### src/rtl/bus_pkg.sv
// Shared definitions for the CPU-to-SRAM arbiter: FSM encoding, grant type,
// SRAM word-address geometry and the wait-counter width.
package bus_pkg;

    localparam logic [2:0] ST_IDLE     = 3'd0;
    localparam logic [2:0] ST_RD       = 3'd1;
    localparam logic [2:0] ST_WR_SETUP = 3'd2;
    localparam logic [2:0] ST_WR_PULSE = 3'd3;
    localparam logic [2:0] ST_WR_HOLD  = 3'd4;
    localparam logic [2:0] ST_DONE     = 3'd5;

    typedef enum logic {
        GNT_IF  = 1'b0,
        GNT_MEM = 1'b1
    } grant_t;

    // SRAM word address is byte address bits [21:2]
    localparam int SRAM_AW = 20;
    localparam int WA_LSB  = 2;
    localparam int WA_MSB  = WA_LSB + SRAM_AW - 1;

    localparam int CNT_W = 8;

endpackage

### src/rtl/sram_wait_counter.sv
// Loadable down-counter with a zero flag; times the read strobe and the
// write pulse so both phases share one counter.
module sram_wait_counter
    import bus_pkg::*;
(
    input  logic             clk,
    input  logic             rst_n,
    input  logic             load,
    input  logic [CNT_W-1:0] load_val,
    input  logic             dec,
    output logic             zero
);

    logic [CNT_W-1:0] count;

    always_ff @(posedge clk or negedge rst_n) begin
        if (!rst_n) begin
            count <= '0;
        end else if (load) begin
            count <= load_val;
        end else if (dec && (count != '0)) begin
            count <= count - 1'b1;
        end
    end

    assign zero = (count == '0);

endmodule

### src/rtl/sram_bus_arbiter.sv
// Arbitrates CPU IF and MEM ports onto the base/ext SRAM banks with registered,
// multi-cycle strobe timing and a one-cycle ack per completed access.
module sram_bus_arbiter
    import bus_pkg::*;
#(
    parameter int READ_WAIT   = 1,
    parameter int WRITE_PULSE = 2,
    parameter int BANK_BIT    = 22
)
(
    input  logic                clk,
    input  logic                rst_n,
    input  logic                if_req,
    input  logic [31:0]         if_addr,
    output logic                if_ack,
    output logic [31:0]         if_rdata,
    input  logic                mem_req,
    input  logic                mem_we,
    input  logic [31:0]         mem_addr,
    input  logic [3:0]          mem_sel,
    input  logic [31:0]         mem_wdata,
    output logic                mem_ack,
    output logic [31:0]         mem_rdata,
    output logic [SRAM_AW-1:0]  base_ram_addr,
    output logic [3:0]          base_ram_be_n,
    output logic                base_ram_ce_n,
    output logic                base_ram_oe_n,
    output logic                base_ram_we_n,
    output logic                base_ram_data_oe,
    input  logic [31:0]         base_ram_rdata,
    output logic [SRAM_AW-1:0]  ext_ram_addr,
    output logic [3:0]          ext_ram_be_n,
    output logic                ext_ram_ce_n,
    output logic                ext_ram_oe_n,
    output logic                ext_ram_we_n,
    output logic                ext_ram_data_oe,
    input  logic [31:0]         ext_ram_rdata,
    output logic [31:0]         ram_wdata
);

    logic [2:0]         state;
    grant_t             gnt;
    grant_t             last_grant;
    logic [SRAM_AW-1:0] lat_addr;
    logic [3:0]         lat_be_n;
    logic [31:0]        lat_wdata;
    logic               lat_we;
    logic               lat_bank;

    logic               pick_mem;
    logic               cnt_load;
    logic               cnt_dec;
    logic               cnt_zero;
    logic [CNT_W-1:0]   cnt_val;
    logic               wr_phase;
    logic               active;
    logic [31:0]        bank_rdata;
    logic               unused_addr_bits;

    // Upper and byte-lane address bits are decoded by the caller
    assign unused_addr_bits = ^{if_addr, mem_addr};

    // On contention MEM wins unless it won last time, so IF cannot starve
    always_comb begin
        pick_mem = 1'b0;
        if (mem_req && if_req) begin
            pick_mem = (last_grant != GNT_MEM);
        end else if (mem_req) begin
            pick_mem = 1'b1;
        end
    end

    always_comb begin
        cnt_load = 1'b0;
        cnt_val  = '0;
        cnt_dec  = 1'b0;
        case (state)
            ST_IDLE: begin
                cnt_load = 1'b1;
                cnt_val  = CNT_W'(READ_WAIT);
            end
            ST_WR_SETUP: begin
                cnt_load = 1'b1;
                cnt_val  = CNT_W'(WRITE_PULSE - 1);
            end
            ST_RD, ST_WR_PULSE: cnt_dec = !cnt_zero;
            default: ;
        endcase
    end

    sram_wait_counter u_wait_counter (
        .clk      (clk),
        .rst_n    (rst_n),
        .load     (cnt_load),
        .load_val (cnt_val),
        .dec      (cnt_dec),
        .zero     (cnt_zero)
    );

    always_ff @(posedge clk or negedge rst_n) begin
        if (!rst_n) begin
            state      <= ST_IDLE;
            gnt        <= GNT_IF;
            last_grant <= GNT_IF;
            lat_addr   <= '0;
            lat_be_n   <= 4'hF;
            lat_wdata  <= '0;
            lat_we     <= 1'b0;
            lat_bank   <= 1'b0;
        end else begin
            case (state)
                ST_IDLE: begin
                    if (pick_mem) begin
                        gnt        <= GNT_MEM;
                        last_grant <= GNT_MEM;
                        lat_addr   <= mem_addr[WA_MSB:WA_LSB];
                        lat_be_n   <= ~mem_sel;
                        lat_wdata  <= mem_wdata;
                        lat_we     <= mem_we;
                        lat_bank   <= mem_addr[BANK_BIT];
                        state      <= mem_we ? ST_WR_SETUP : ST_RD;
                    end else if (if_req) begin
                        gnt        <= GNT_IF;
                        last_grant <= GNT_IF;
                        lat_addr   <= if_addr[WA_MSB:WA_LSB];
                        lat_be_n   <= 4'h0;
                        lat_wdata  <= '0;
                        lat_we     <= 1'b0;
                        lat_bank   <= if_addr[BANK_BIT];
                        state      <= ST_RD;
                    end
                end
                ST_RD:       if (cnt_zero) state <= ST_DONE;
                ST_WR_SETUP: state <= ST_WR_PULSE;
                ST_WR_PULSE: if (cnt_zero) state <= ST_WR_HOLD;
                ST_WR_HOLD:  state <= ST_DONE;
                ST_DONE:     state <= ST_IDLE;
                default:     state <= ST_IDLE;
            endcase
        end
    end

    // Pins are registered from the current state, so they trail it by one
    // cycle; DONE's last strobe cycle is where read data is sampled.
    assign wr_phase   = (state == ST_WR_SETUP) || (state == ST_WR_PULSE) || (state == ST_WR_HOLD);
    assign active     = wr_phase || (state == ST_RD);
    assign bank_rdata = lat_bank ? ext_ram_rdata : base_ram_rdata;

    always_ff @(posedge clk or negedge rst_n) begin
        if (!rst_n) begin
            base_ram_addr    <= '0;
            base_ram_be_n    <= 4'hF;
            base_ram_ce_n    <= 1'b1;
            base_ram_oe_n    <= 1'b1;
            base_ram_we_n    <= 1'b1;
            base_ram_data_oe <= 1'b0;
            ext_ram_addr     <= '0;
            ext_ram_be_n     <= 4'hF;
            ext_ram_ce_n     <= 1'b1;
            ext_ram_oe_n     <= 1'b1;
            ext_ram_we_n     <= 1'b1;
            ext_ram_data_oe  <= 1'b0;
            ram_wdata        <= '0;
            if_ack           <= 1'b0;
            mem_ack          <= 1'b0;
            if_rdata         <= '0;
            mem_rdata        <= '0;
        end else begin
            base_ram_ce_n    <= !(active && !lat_bank);
            base_ram_oe_n    <= !((state == ST_RD) && !lat_bank);
            base_ram_we_n    <= !((state == ST_WR_PULSE) && !lat_bank);
            base_ram_data_oe <= wr_phase && !lat_bank;
            base_ram_be_n    <= (active && !lat_bank) ? lat_be_n : 4'hF;
            ext_ram_ce_n     <= !(active && lat_bank);
            ext_ram_oe_n     <= !((state == ST_RD) && lat_bank);
            ext_ram_we_n     <= !((state == ST_WR_PULSE) && lat_bank);
            ext_ram_data_oe  <= wr_phase && lat_bank;
            ext_ram_be_n     <= (active && lat_bank) ? lat_be_n : 4'hF;
            if (active) begin
                base_ram_addr <= lat_addr;
                ext_ram_addr  <= lat_addr;
            end
            if (wr_phase) begin
                ram_wdata <= lat_wdata;
            end
            if_ack  <= (state == ST_DONE) && (gnt == GNT_IF);
            mem_ack <= (state == ST_DONE) && (gnt == GNT_MEM);
            if ((state == ST_DONE) && !lat_we) begin
                if (gnt == GNT_IF) begin
                    if_rdata <= bank_rdata;
                end else begin
                    mem_rdata <= bank_rdata;
                end
            end
        end
    end

endmodule

### config.mk
export PLATFORM = sky130hd
export DESIGN_NAME = sram_bus_arbiter
export DESIGN_NICKNAME = d
export VERILOG_FILES = /design/src/rtl/bus_pkg.sv /design/src/rtl/sram_wait_counter.sv /design/src/rtl/sram_bus_arbiter.sv
export SDC_FILE = /design/constraint.sdc
export NUM_CORES = 1
export LEC_CHECK = 0
export ABC_AREA = 1
export BUFFER_PORTS_ARGS = -buffer_cell sky130_fd_sc_hd__buf_2
export CORE_MARGIN = 4
export CORE_UTILIZATION = 53
export CTS_CLUSTER_DIAMETER = 120
export DETAILED_ROUTE_END_ITERATION = 8
export PLACE_DENSITY = 0.83
export RECOVER_POWER = 100
export SLEW_MARGIN = 30
export SYNTH_ARGS = -nofsm -noshare
export SYNTH_HDL_FRONTEND = slang
export SYNTH_SLANG_ARGS = --single-unit
### constraint.sdc
create_clock -name clk -period 3.05 [get_ports clk]
set_input_delay 0.915 -clock clk [delete_from_list [all_inputs] [get_ports clk]]
set_output_delay 0.915 -clock clk [all_outputs]
set_load 0.01 [all_outputs]
# Word-level counts from Yosys, hierarchy flattened
# Cells that the tools add are included.
# op_classes
bitwise	2
eq_ne	8
reduce_logical	36
n_mux	27
n_addsub	1
# op_table
cell	n
2-to-1 mux 32 bit	3
2-to-1 mux 20 bit	2
2-to-1 mux 4 bit	4
2-to-1 mux 8 bit	2
one-hot mux 3 bit (5 select lines)	1
logical AND 1 bit	13
2-to-1 mux 3 bit	4
2-to-1 mux 1 bit	10
zero test 1 bit	9
zero test 8 bit	1
nonzero test 8 bit	1
subtractor 8 x 1 -> 8 bit, second input constant	1
== test 3 x 2 -> 1 bit, second input constant	2
== test 3 bit, second input constant	2
AND reduction 2 bit	3
!= test 2 bit, second input constant	2
NOT 4 bit	1
nonzero test 2 bit	2
OR reduction 2 bit	2
== test 3 x 1 -> 1 bit, second input constant	1
zero test 3 bit	1
logical OR 1 bit	3
!= test 3 bit, second input constant	1
AND reduction 3 bit	1
other kinds (2)	2
# word_totals
out_inout_bits	154
regBits	204
inputBits	169

# Longest topological paths before layout
# Gate-level depths: netlist (run 1).
# logic_depth
ltp_word	6
depth_mapped	8

# Cells and area by module
# A second synthesis (run 1) with hierarchy kept.
# hier_totals
cells_unflattened	1077
hier_area_um2	8836.0
# by_module_without_submodules
mod	instances	seq_area_each_um2	area_per_inst_um2	cells_each
sram_bus_arbiter	1	4927.2	8239.2	984
sram_wait_counter	1	200.2	596.8	93

# Worst setup path after synthesis (run 1)
# No wires, ideal clock.
# synth_path
path_type	input -> register
startpoint	in if_req
endpoint	reg lat_wdata[19]
t_arrival_ns	1.674
cell_stages	5
path_buffers	1
slack_ns	1.243
t_required_ns	2.917
path_cell_list	nand2_1 > nand2_1 > a21oi_2 > clkbuf_1 > o21ai_0
# synth_between
elab_chain_cells	4
# synth_lines
item	line	text
from (decl)	sram_bus_arbiter.sv:13	input logic if_req,
logical AND 1 bit	sram_bus_arbiter.sv:66	if (mem_req && if_req) begin
2-to-1 mux 1 bit	sram_bus_arbiter.sv:66	
nonzero test 2 bit (no source line)	-	
AND reduction 2 bit (no source line)	-	
to (signal assigned)	sram_bus_arbiter.sv:118	lat_wdata <= mem_wdata;
to (decl)	sram_bus_arbiter.sv:46	logic [31:0] lat_wdata;
# Parallel ways exist; a longest one is shown, timed or not.
# A chain may end at the register's enable or synchronous reset.

# Worst setup path after layout (run 1)
# layout_path
startpoint	in if_req
endpoint	reg lat_wdata[4]
# Same word-level chain as after synthesis.

==> results of run 1 <==
-- worst max-delay path, delay by kind of cell --
kind	cells	cell delay, ns
buffers and inverters	3	1.38
AO/OA/AOI/OAI	1	0.13
AND/OR/NAND/NOR	3	0.32
-- state kept, by name, summed over array words and instances (netlist names), 3 cells and up --
register and count:
ext_ram_be_n 4, lat_be_n 4, ext_ram_addr 20, base_ram_be_n 4, lat_addr 20, u_wait_counter.count 8, state 3, lat_wdata 32
mem_rdata 32, if_rdata 32, ram_wdata 32
-- per-stage QoR --
step | cells | area (sq um) | power, mW | utilization (%)
after global routing | 1480 | 10810 | 12.65 | 67.78
after CTS | 1478 | 11040 | 12.19 | 69.22
after detailed placement | 1437 | 10210 | 9.147 | 64.06
after floorplan | 971 | 8633 | 7.517 | -
after global placement | 1437 | 10210 | 8.953 | 64.06
final | 1480 | 10810 | 11.76 | 67.78
-- final timing paths --
| check | start | to | cells after the start |
|---|---|---|---|
| setup / recovery | if_req | lat_wdata[4]$_DFFE_PN0P_ | 7 |
| hold / removal | ram_wdata[4]$_DFFE_PN0P_ | ram_wdata[4]$_DFFE_PN0P_ | 2 |
| setup reg to reg | last_grant$_DFFE_PN0P_ | lat_wdata[4]$_DFFE_PN0P_ | 6 |
| hold reg to reg | ram_wdata[4]$_DFFE_PN0P_ | ram_wdata[4]$_DFFE_PN0P_ | 2 |
| max in group asynchronous | rst_n | base_ram_oe_n$_DFF_PN1_ | 2 |
| min in group asynchronous | rst_n | ram_wdata[31]$_DFFE_PN0P_ | 1 |
-- per-layer routing --
metal	vias up	GRT usage, %	part of all wire, %
met2	270	40.93	50
met3	49	4.198	6.9
met1	3459	30.19	40
met5	-	0	0
li1	3577	-	-
met4	0	8.063	3.0
-- report_power, final --
part / internal (mW) / switching, mW
logic: 1.30 / 2.90
clock network: 1.89 / 1.06
registers: 3.99 / 0.620
total: 7.18 / 4.58
-- layout by cell type, fill, tap and decap left out, drive strengths merged --
cell      count
nand2       257
clkbuf      190
dfrtp       186
o21ai       173
buf         159
inv         143
nand3        40
nor2         24
or2          23
o211ai       21
dfstp        18
nand4         5
o22ai         5
bufinv        5
diode         2
o21bai        2
ha            2
clkinvlp      2
clkinv        2
nor3          2
a21oi         2
xor2          1
-- cell families after synthesis --
family | count (synthesis) | share of synthesized area, %
AO/OA/AOI/OAI | 203 | 12.55
XOR/XNOR | 1 | 0.1015
adder cells (fa/ha/maj) | 2 | 0.2898
buffers and inverters | 210 | 10.58
flip-flops | 204 | 59.39
AND/OR/NAND/NOR | 351 | 17.09
-- layout make-up --
class	instances	area (sq um)	area share, %
flip-flops and latches	204	5127	47.45
diodes	2	5.005	0.04631
multi-input cells	557	2579	23.86
well taps	216	270.3	2.501
clock inverters	10	186.4	1.725
repair buffers	318	1470	13.60
inverters	142	533.0	4.932
clock buffers	31	635.6	5.882
==> summary.md, run 1 <==
| Metric | Value |
|---|---|
| Routed WL | 22,490 um |
| Hold Fails Final Rpt | 0 |
| Setup WS pre-CTS | just over 0.7 ns |
| Global route overflow | 0 |
| Critical path fanouts, max | 25 |
| Crit path top cell by count | nand2_1 |
| # nets final | 1,417 |
| Drt wl/cell | around 15 um |
| Status | finished, violations left |
| Top cell type's share of synthesized area | 53.91% |
| Routed vias | 7,355 |
| Type of the tightest min-delay check | flip-flop to flip-flop |
| Fill count | around 1,300 |
| CTS Root Cell | clkbuf_16 |
| Starting Density | 54.15% |
| Post-CTS Setup Inserts | 0 |
| Core Box Area | 0.01594 sq mm |
| Post-synth top cells | nand2_1 (257), dfrtp_1 (186), inv_1 (137), o21ai_0 (100), o21ai_1 (73) |
| CTS Buffer Depth | 3 |
| Vias in the first global route | 7,235 |
| Critical-path top delay cell | inv_1 |
| Initial antenna violation count | 2 |
| Critical path class | input pin to flip-flop |
| Top post-synthesis cells by area | dfrtp_1 (54%), nand2_1 (11%), inv_1 (6.0%) |
| RSZ-0062 raised after global routing | no |
| DP Wirelength | between 15,000 and 20,000 um |
| Syn. warnings | 0 |
| Die Wd | 135.6 um |
| Setup crit start kind | input pin |
| Hold slack | 0.4843 ns |
| Via density per instance | a little under 5 |
| PwrDens | 1088 mW/mm^2 |
| Max stage delay on crit path | 0.69 ns |
| GPL Wtd Cong | 0.8293 |
| Asr flop ratio synth | 100.0% |
| Post-cts resize count | 0 |
| Largest net degree at the start of global routing | 75 |
| Port bufs | 300 |
| Area delta synth->final | 25.17% |
| Chip Height | 135.6 um |
| CTS tree | yes |
| Max cap viols | 1 |
| Slew Viols, Final | 72 |
| Final setup TNS | 0 ns |
| Pre-antenna DRT Iters | 5 |
| Worst setup EP type | flip-flop |
| First-pass GRT wire length | about 35,000 um |
| Worst slew pin tran | 1.927 ns |
| Post-synthesis cell type count | 24 |
| DRC | 0 |
| Number of enable flip-flop cells after synthesis | 0 |
| GRT Resource Usage Total | 23.64% |
| Mapped Cells | 971 |
| Clk_skew | 0.01370 ns |
| Layout cells sized above 1 | between 10% and 20% |
| Clock sinks | 204 |
| Fmax | approximately 430 MHz |
| H-tree Lvls | 1 |
| Synth Register Bits | 204 |
| Hold Buf Count CTS | 0 |
| Mapped cell area | 0.008633 sq mm |
| CP Data Required Time | 3.45 ns |
| Std-Cell Rows | 46 |
| Fin crit share | between 70% and 80% |
| Yosys top cell by area | dfrtp_1 |
| VDD IR max | 0.6758 mV |
| Synth Flop Type | dfrtp_1 |
| Worst reg2reg setup slack | 0.78 ns |
| Worst Path Arrival | 2.75 ns |
| Synthesized net count | approximately 1,100 |
| Leakage power | between 5 and 6 nW |
| Antenna-violating nets left | 0 |
| Most frequent cell after synthesis | nand2_1 |
| Clk slew on worst S/H paths | 0.06 ns |
| Initial DRC Count | around 420 |
| Ports | 323 |
| CTS Buf Count | 23 |
| Die area | ~0.018 sq mm |
| Post-route worst setup slack | 0.6980 ns |
| Cell Chain, Critical Path | buf_2, nand2_1, nand2_1, inv_1, clkbuf_1, nand3_1, o21ai_0 |
| Slew margin rel. | -28.46% |
| Clock latency on the worst-skew pair | 0.49 ns |
| Crit path time final | 2.352 ns |
| Sequential area share after synthesis | 59.39% |
| Final setup violating endpoints | 0 |
| Failing checks | max-capacitance violations, max-slew violations |
| Mapped Avg Cell Area | between 8 and 9 sq um |
(Power assumes the default switching activity.)
==> run 2, diff against run 1 <==
--- a/config.mk
+++ b/config.mk
@@ -8,10 +8,10 @@
 export ABC_AREA = 1
 export BUFFER_PORTS_ARGS = -buffer_cell sky130_fd_sc_hd__buf_2
 export CORE_MARGIN = 4
-export CORE_UTILIZATION = 53
+export CORE_UTILIZATION = 49
 export CTS_CLUSTER_DIAMETER = 120
 export DETAILED_ROUTE_END_ITERATION = 8
-export PLACE_DENSITY = 0.83
+export PLACE_DENSITY = 0.78
 export RECOVER_POWER = 100
 export SLEW_MARGIN = 30
 export SYNTH_ARGS = -nofsm -noshare
==> constraint.sdc (replaced) <==
create_clock -name clk -period 2.3 [get_ports clk]
set_input_delay 0.69 -clock clk [delete_from_list [all_inputs] [get_ports clk]]
set_output_delay 0.69 -clock clk [all_outputs]
set_load 0.01 [all_outputs]
==> run 2 against run 1 <==
  * The flow now finishes without violations
  * Design area up 0.45%
  * Final cell count rose by 0.34%
  * Combinational power up 33%
  * Sequential cell count unchanged
  * Critical path depth fell by 1
  * Worst hold slack lost 0.13 ns
  * Wire length shrank 2.2%
  * Sequential share of layout area is 0.21 points lower
  * Global-route usage down 1.6 points
  * Largest cell class unchanged
  * Highest routed layer unchanged
==> summary.md, run 2 (synthesis gave the netlist of run 1 again) <==
| Metric | Value |
|---|---|
| Area delta synth->final | 25.74% (was 25.17%) |
| Hold Fails Final Rpt | 0 (unchanged) |
| Slew Viols, Final | 0 (was 72) |
| Fin crit share | 82.30% |
| Final setup TNS | 0 ns (unchanged) |
| GRT Resource Usage Total | 22.00% (was 23.64%) |
| Clk_skew | 0.006377 ns (was 0.01370 ns) |
| Initial antenna violation count | 1 (was 2) |
| Initial DRC Count | 291 (was 423) |
| Commonest non-fill, non-tap cell in the layout | nand2_1 (unchanged) |
| Hold slack | 0.3546 ns (was 0.4843 ns) |
| Antenna-violating nets left | 0 (unchanged) |
| DP Wirelength | 15,460 um (was 15,580 um) |
| R2R Path Start | state[0]$_DFFE_PN0P_ (was last_grant$_DFFE_PN0P_) |
| Starting Density | 49.91% (was 54.15%) |
| Die Wd | 140.7 um (was 135.6 um) |
| Pre-antenna DRT Iters | 5 (unchanged) |
| Fill count | 1,533 (was 1,347) |
| Via density per instance | 4.925 (was 4.970) |
| Hold depth | 2 (unchanged) |
| H-tree Lvls | 1 (unchanged) |
| WHS Endpoint | lat_be_n[0]$_DFFE_PN1P_ (was ram_wdata[4]$_DFFE_PN0P_) |
| DRC | 0 (unchanged) |
| Hold Buf Count CTS | 0 (unchanged) |
| Pwr Total | 15.56 mW (was 11.76 mW) |
| Ports | 323 (unchanged) |
| Placed cell areas | 0.01027 sq mm (was 0.01021 sq mm) |
| Fmax | 528.3 MHz |
| Worst setup EP type | flip-flop (unchanged) |
| CTS tree | yes (unchanged) |
| Worst Path Arrival | 2.24 ns (was 2.75 ns) |
| Core Box Area | 0.01730 sq mm (was 0.01594 sq mm) |
| CP Data Required Time | 2.65 ns (was 3.45 ns) |
| Final setup violating endpoints | 0 (unchanged) |
| Crit path time final | 1.893 ns |
| Multi-input gate area | 0.002590 sq mm (was 0.002579 sq mm) |
| Drt wl/cell | 14.81 um (was 15.20 um) |
| Placed cell count | 1,444 (was 1,437) |
| Min-delay src | mem_sel[0] (was ram_wdata[4]$_DFFE_PN0P_) |
| Clock latency on the worst-skew pair | 0.49 ns (about the same) |
| First-pass GRT wire length | 36,270 um (was 35,180 um) |
| Post-route worst setup slack | 0.4071 ns (was 0.6980 ns) |
| Layout cells sized above 1 | 19.06% (was 19.33%) |
| Design area | 0.01086 sq mm (was 0.01081 sq mm) |
| PwrDens | 1434 mW/mm^2 (was 1088 mW/mm^2) |
| Chip Height | 140.7 um (was 135.6 um) |
| Status | finished, final reports clean (was finished, violations left) |
| Slew margin rel. | 19.66% (was -28.46%) |
| Post-CTS Setup Inserts | 0 (unchanged) |
| R2R Path End | ext_ram_addr[7]$_DFFE_PN0N_ (was lat_wdata[4]$_DFFE_PN0P_) |
| GPL Wtd Cong | 0.8223 (was 0.8293) |
| Clock sinks | 204 (unchanged) |
| Worst slew pin tran | 1.205 ns (was 1.927 ns) |
| R2R cell count | 6 (unchanged) |
| Std-Cell Rows | 48 (was 46) |
| Critical path class | flip-flop to flip-flop (was input pin to flip-flop) |
| Non-filler instance count after layout | 1,485 (was 1,480) |
| VDD IR max | 0.7240 mV (was 0.6758 mV) |
| Die area | 0.01981 sq mm (was 0.01840 sq mm) |
| Leakage power | 5.278 nW (was 5.268 nW) |
| Critical path fanouts, max | 23 (was 25) |
| Routed WL | 22,000 um (was 22,490 um) |
| Global route overflow | 0 (unchanged) |
| CTS Root Cell | clkbuf_16 (unchanged) |
| Most frequent cells in the layout | nand2_1 (257), dfrtp_1 (186), o21ai_0 (173) (was nand2_1 (257), dfrtp_1 (186), o21ai_0 (169)) |
| Setup crit start kind | flip-flop (was input pin) |
| Clk slew on worst S/H paths | 0.06 ns (about the same) |
| # nets final | 1,414 (was 1,417) |
| Largest net degree at the start of global routing | 65 (was 75) |
| Routed vias | 7,314 (was 7,355) |
| Type of the tightest min-delay check | input pin to flip-flop (was flip-flop to flip-flop) |
| Max cap viols | 0 (was 1) |
| Setup WS pre-CTS | 0.3155 ns (was 0.7236 ns) |
| Worst reg2reg setup slack | 0.41 ns (was 0.78 ns) |
| Vias in the first global route | 7,292 (was 7,235) |
| CTS Buffer Depth | 3 (unchanged) |
| Post-layout util | 62.76% (was 67.78%) |
| CTS Buf Count | 22 (was 23) |
| RSZ-0062 raised after global routing | no (unchanged) |
| Post-cts resize count | 0 (unchanged) |
| Port bufs | 300 (unchanged) |
| Reg area | 0.005127 sq mm (unchanged) |
[run 2: cell count changes in the layout (fill, tap and decap cells not counted), moves of 2 or more]
cell        delta
buf_12         +4
buf_4          -8
clkbuf_8       +4
clkinvlp_4     -2
o21ai_0        +4
o21ai_1        -4
[run 2: worst max-delay path, stage by stage (launching register included)]
cell and delay (ns):
dfrtp_1 0.43, nor2_1 0.08, nor2_1 0.17, nor2_1 0.10, nor2_2 0.36, clkbuf_2 0.45, o21ai_0 0.15
[run 2: worst max path at each step]
stage / startpoint / to / slack (ns)
after floorplan: if_req / lat_wdata[19]$_DFFE_PN0P_ / 0.72
after global placement: if_req / state[0]$_DFFE_PN0P_ / 0.37
after detailed placement: if_req / state[0]$_DFFE_PN0P_ / 0.32
after CTS: base_ram_we_n$_DFF_PN1_ / base_ram_we_n / 0.44
after global routing: rst_n / ext_ram_addr[19]$_DFFE_PN0N_ / 0.16
final: state[0]$_DFFE_PN0P_ / ext_ram_addr[7]$_DFFE_PN0N_ / 0.41
[run 2: layout make-up]
cell class	count	share of cell area [%]
Antenna cell	1	0.02305
Multi-Input combinational cell	557	23.86
Timing Repair Buffer	316	13.82
Tap cell	225	2.593
Inverter	142	4.910
Sequential cell	204	47.23
Clock inverter	6	1.233
Clock buffer	34	6.328
[run 2: layer usage]
layer,GRT usage (%),part of all wire [%],up-vias
met2,38.23,50,245
met4,6.221,2.4,0
met5,0,0,-
met3,3.664,6.8,34
li1,-,-,3573
met1,28.66,41,3462
[run 2: power by group]
| part | internal (mW) | switching, mW | total, mW | leakage (nW) |
|---|---|---|---|---|
| logic | 1.77 | 3.80 | 5.57 | 2.34 |
| registers | 5.29 | 0.819 | 6.11 | 2.53 |
| clock network | 2.50 | 1.39 | 3.89 | 0.403 |
| total | 9.56 | 6.00 | 15.6 | 5.28 |
==> run 3, diff against run 2 <==
--- a/config.mk
+++ b/config.mk
@@ -8,10 +8,10 @@
 export ABC_AREA = 1
 export BUFFER_PORTS_ARGS = -buffer_cell sky130_fd_sc_hd__buf_2
 export CORE_MARGIN = 4
-export CORE_UTILIZATION = 49
+export CORE_UTILIZATION = 45
 export CTS_CLUSTER_DIAMETER = 120
 export DETAILED_ROUTE_END_ITERATION = 8
-export PLACE_DENSITY = 0.78
+export PLACE_DENSITY = 0.75
 export RECOVER_POWER = 100
 export SLEW_MARGIN = 30
 export SYNTH_ARGS = -nofsm -noshare
==> constraint.sdc (replaced) <==
create_clock -name clk -period 1.5 [get_ports clk]
set_input_delay 0.45 -clock clk [delete_from_list [all_inputs] [get_ports clk]]
set_output_delay 0.45 -clock clk [all_outputs]
set_load 0.01 [all_outputs]
==> run 3 against run 2 <==
  * The run now ends with negative setup slack left
  * Die area rose by 8.4%
  * Critical path type is now flip-flop to output port
  * Via count grew 7.1%
  * Power up 76%
  * Non-clock buffer count up 88
  * Largest power group is now combinational cells
  * Highest routed layer is now met5
  * Global-route usage is 0.81 points lower
  * Critical endpoint is now base_ram_be_n[1]
==> summary.md, run 3 (synthesis gave the netlist of run 1 again) <==
| Metric | Value |
|---|---|
| Status | finished, violations left (was finished, final reports clean) |
| Failing checks | negative setup slack |
| Worst reg2reg setup slack | 0 ns (was 0.41 ns) |
| Worst Path Arrival | 1.14 ns (was 2.24 ns) |
| Global route overflow | 0 (unchanged) |
| CTS Root Cell | clkbuf_16 (unchanged) |
| Critical-path top delay cell | dfstp_2 (was clkbuf_2) |
| Starting Density | 46.00% (was 49.91%) |
| Layout cells sized above 1 | 37.34% (was 19.06%) |
| Drt wl/cell | 16.06 um (was 14.81 um) |
| Top delay family on crit path | flip-flops (was simple AND/OR/NAND/NOR gates) |
| Crit path time final | between 1.5 and 2 ns |
| Via density per instance | 4.954 (was 4.925) |
| RSZ-0062 raised after global routing | yes (was no) |
| Most frequent cells in the layout | buf_2 (260), nand2_1 (255), dfrtp_1 (184) (was nand2_1 (257), dfrtp_1 (186), o21ai_0 (173)) |
| Chip Height | 146.5 um (was 140.7 um) |
| VDD IR max | 1.179 mV (was 0.7240 mV) |
| Largest net degree at the start of global routing | 65 (unchanged) |
| Port bufs | 300 (unchanged) |
| Pre-antenna DRT Iters | 5 (unchanged) |
| Final setup TNS | -0.9158 ns (was 0 ns) |
| Critical path fanouts, max | 1 (was 23) |
| GRT Resource Usage Total | 21.19% (was 22.00%) |
| First-pass GRT wire length | 37,720 um (was 36,270 um) |
| Vias in the first global route | 7,477 (was 7,292) |
| DP Wirelength | 16,040 um (was 15,460 um) |
| Std-Cell Rows | 50 (was 48) |
| Post-route worst setup slack | -0.08648 ns (was 0.4071 ns) |
| CTS Buffer Depth | 3 (unchanged) |
| Diode count | 0 (was 1) |
| Ports | 323 (unchanged) |
| Hold Fails Final Rpt | 0 (unchanged) |
| Slew Viols, Final | 0 (unchanged) |
| Initial DRC Count | 299 (was 291) |
| Fin crit share | 105.8% |
| CTS tree | yes (unchanged) |
| Commonest non-fill, non-tap cell in the layout | buf_2 (was nand2_1) |
| DRC | 0 (unchanged) |
| Clk slew on worst S/H paths | 0.06 ns (about the same) |
| Clk_skew | 0.008134 ns (was 0.006377 ns) |
| Routed vias | 7,832 (was 7,314) |
| CTS Buf Count | 22 (unchanged) |
| Type of the tightest min-delay check | input pin to flip-flop (unchanged) |
| Critical path class | flip-flop to output port (was flip-flop to flip-flop) |
| PwrDens | 2228 mW/mm^2 (was 1434 mW/mm^2) |
| Setup crit start kind | flip-flop (unchanged) |
| Die area | 0.02147 sq mm (was 0.01981 sq mm) |
| Final setup violating endpoints | 20 (was 0) |
| Cell Chain, Critical Path | buf_6 (was nor2_1, nor2_1, nor2_1, nor2_2, clkbuf_2, o21ai_0) |
| Worst setup EP type | output port (was flip-flop) |
| GPL Wtd Cong | 0.8004 (was 0.8223) |
| Placed cell areas | 0.01048 sq mm (was 0.01027 sq mm) |
| Routed WL | 25,390 um (was 22,000 um) |
| H-tree Lvls | 1 (unchanged) |
| Max stage delay on crit path | 0.54 ns (was 0.45 ns) |
| Clock sinks | 204 (unchanged) |
| Initial antenna violation count | 1 (unchanged) |
| Slew margin rel. | 56.11% (was 19.66%) |
| CP Data Required Time | 1.05 ns (was 2.65 ns) |
| # nets final | 1,502 (was 1,414) |
| Area delta synth->final | 42.45% (was 25.74%) |
| Die Wd | 146.5 um (was 140.7 um) |
| Antenna-violating nets left | 0 (unchanged) |
| Max cap viols | 0 (unchanged) |
| Design area | 0.01230 sq mm (was 0.01086 sq mm) |
| Worst slew pin tran | 0.6584 ns (was 1.205 ns) |
| Leakage power | 6.395 nW (was 5.278 nW) |
| Fmax | 630.3 MHz |
| Core Box Area | 0.01877 sq mm (was 0.01730 sq mm) |
| Clock latency on the worst-skew pair | 0.49 ns (about the same) |
| CP bufs+invs | 1 (unchanged) |
run 3: cell count changes in the layout (fill, tap and decap cells not counted), sizes merged:
| cell | before | now |
|---|---|---|
| buf | 155 | 397 |
| bufinv | 4 | 5 |
| clkbuf | 195 | 38 |
| clkinvlp | 0 | 1 |
| diode | 1 | 0 |
| dlygate4sd3 | 0 | 1 |
run 3: what timing repair did:
item | in CTS | in global routing
hold buffers | 1 | 0
gates resized for setup | 31 | 54
pin swaps | 3 | 4
setup buffers | 8 | 52
setup endpoints to repair | 62 | 259
cloned | 3 | 7
endpoints found under the hold margin | 22 | 0
run 3: through the flow:
stage                     hold WS, ns  util, %  total power [mW]  instances  worst slack [ns]
after floorplan                0.1544        -             15.28        971            0.1420
after global placement         0.4128    55.86             18.74       1473          -0.07225
after detailed placement       0.4203    55.86             19.10       1473           -0.1104
after CTS                      0.1041    61.80             25.81       1524           -0.1045
after global routing           0.1033    65.53             29.33       1581           -0.1222
final                          0.1240    65.53             27.40       1581          -0.08648
run 3: area by class of cell:
| cell class | instances | area, sq um |
|---|---|---|
| clock buffers | 32 | 649.4 |
| multi-input cells | 557 | 2646 |
| well taps | 234 | 292.8 |
| repair buffers | 404 | 2879 |
| inverters | 142 | 533.0 |
| flip-flops and latches | 204 | 5130 |
| clock inverters | 8 | 167.7 |
| fillers | 1442 | 6470 |
run 3: metal layers:
metal	global-route usage, %	wire length [um]
met1	27.69	9977
met2	35.66	12730
met3	3.569	1827
met4	7.949	840
met5	0	13
run 3: report_power, final:
part           internal [mW]  total (mW)  switching [mW]
Combinational           5.32        12.0            6.64
Sequential              8.11        9.43            1.32
Clock                   3.86        6.01            2.15
run 3: worst paths after layout:
| check | cells after the start | from | end |
|---|---|---|---|
| setup / recovery | 1 | base_ram_be_n[1]$_DFF_PN1_ | base_ram_be_n[1] |
| max in group asynchronous | 3 | rst_n | base_ram_ce_n$_DFF_PN1_ |
| hold / removal | 2 | mem_sel[0] | lat_be_n[0]$_DFFE_PN1P_ |
| hold reg to reg | 1 | lat_bank$_DFFE_PN0P_ | ext_ram_we_n$_DFF_PN1_ |
| min in group asynchronous | 2 | rst_n | ext_ram_addr[4]$_DFFE_PN0N_ |
| setup reg to reg | 6 | state[0]$_DFFE_PN0P_ | u_wait_counter.count[1]$_DFFE_PN0P_ |
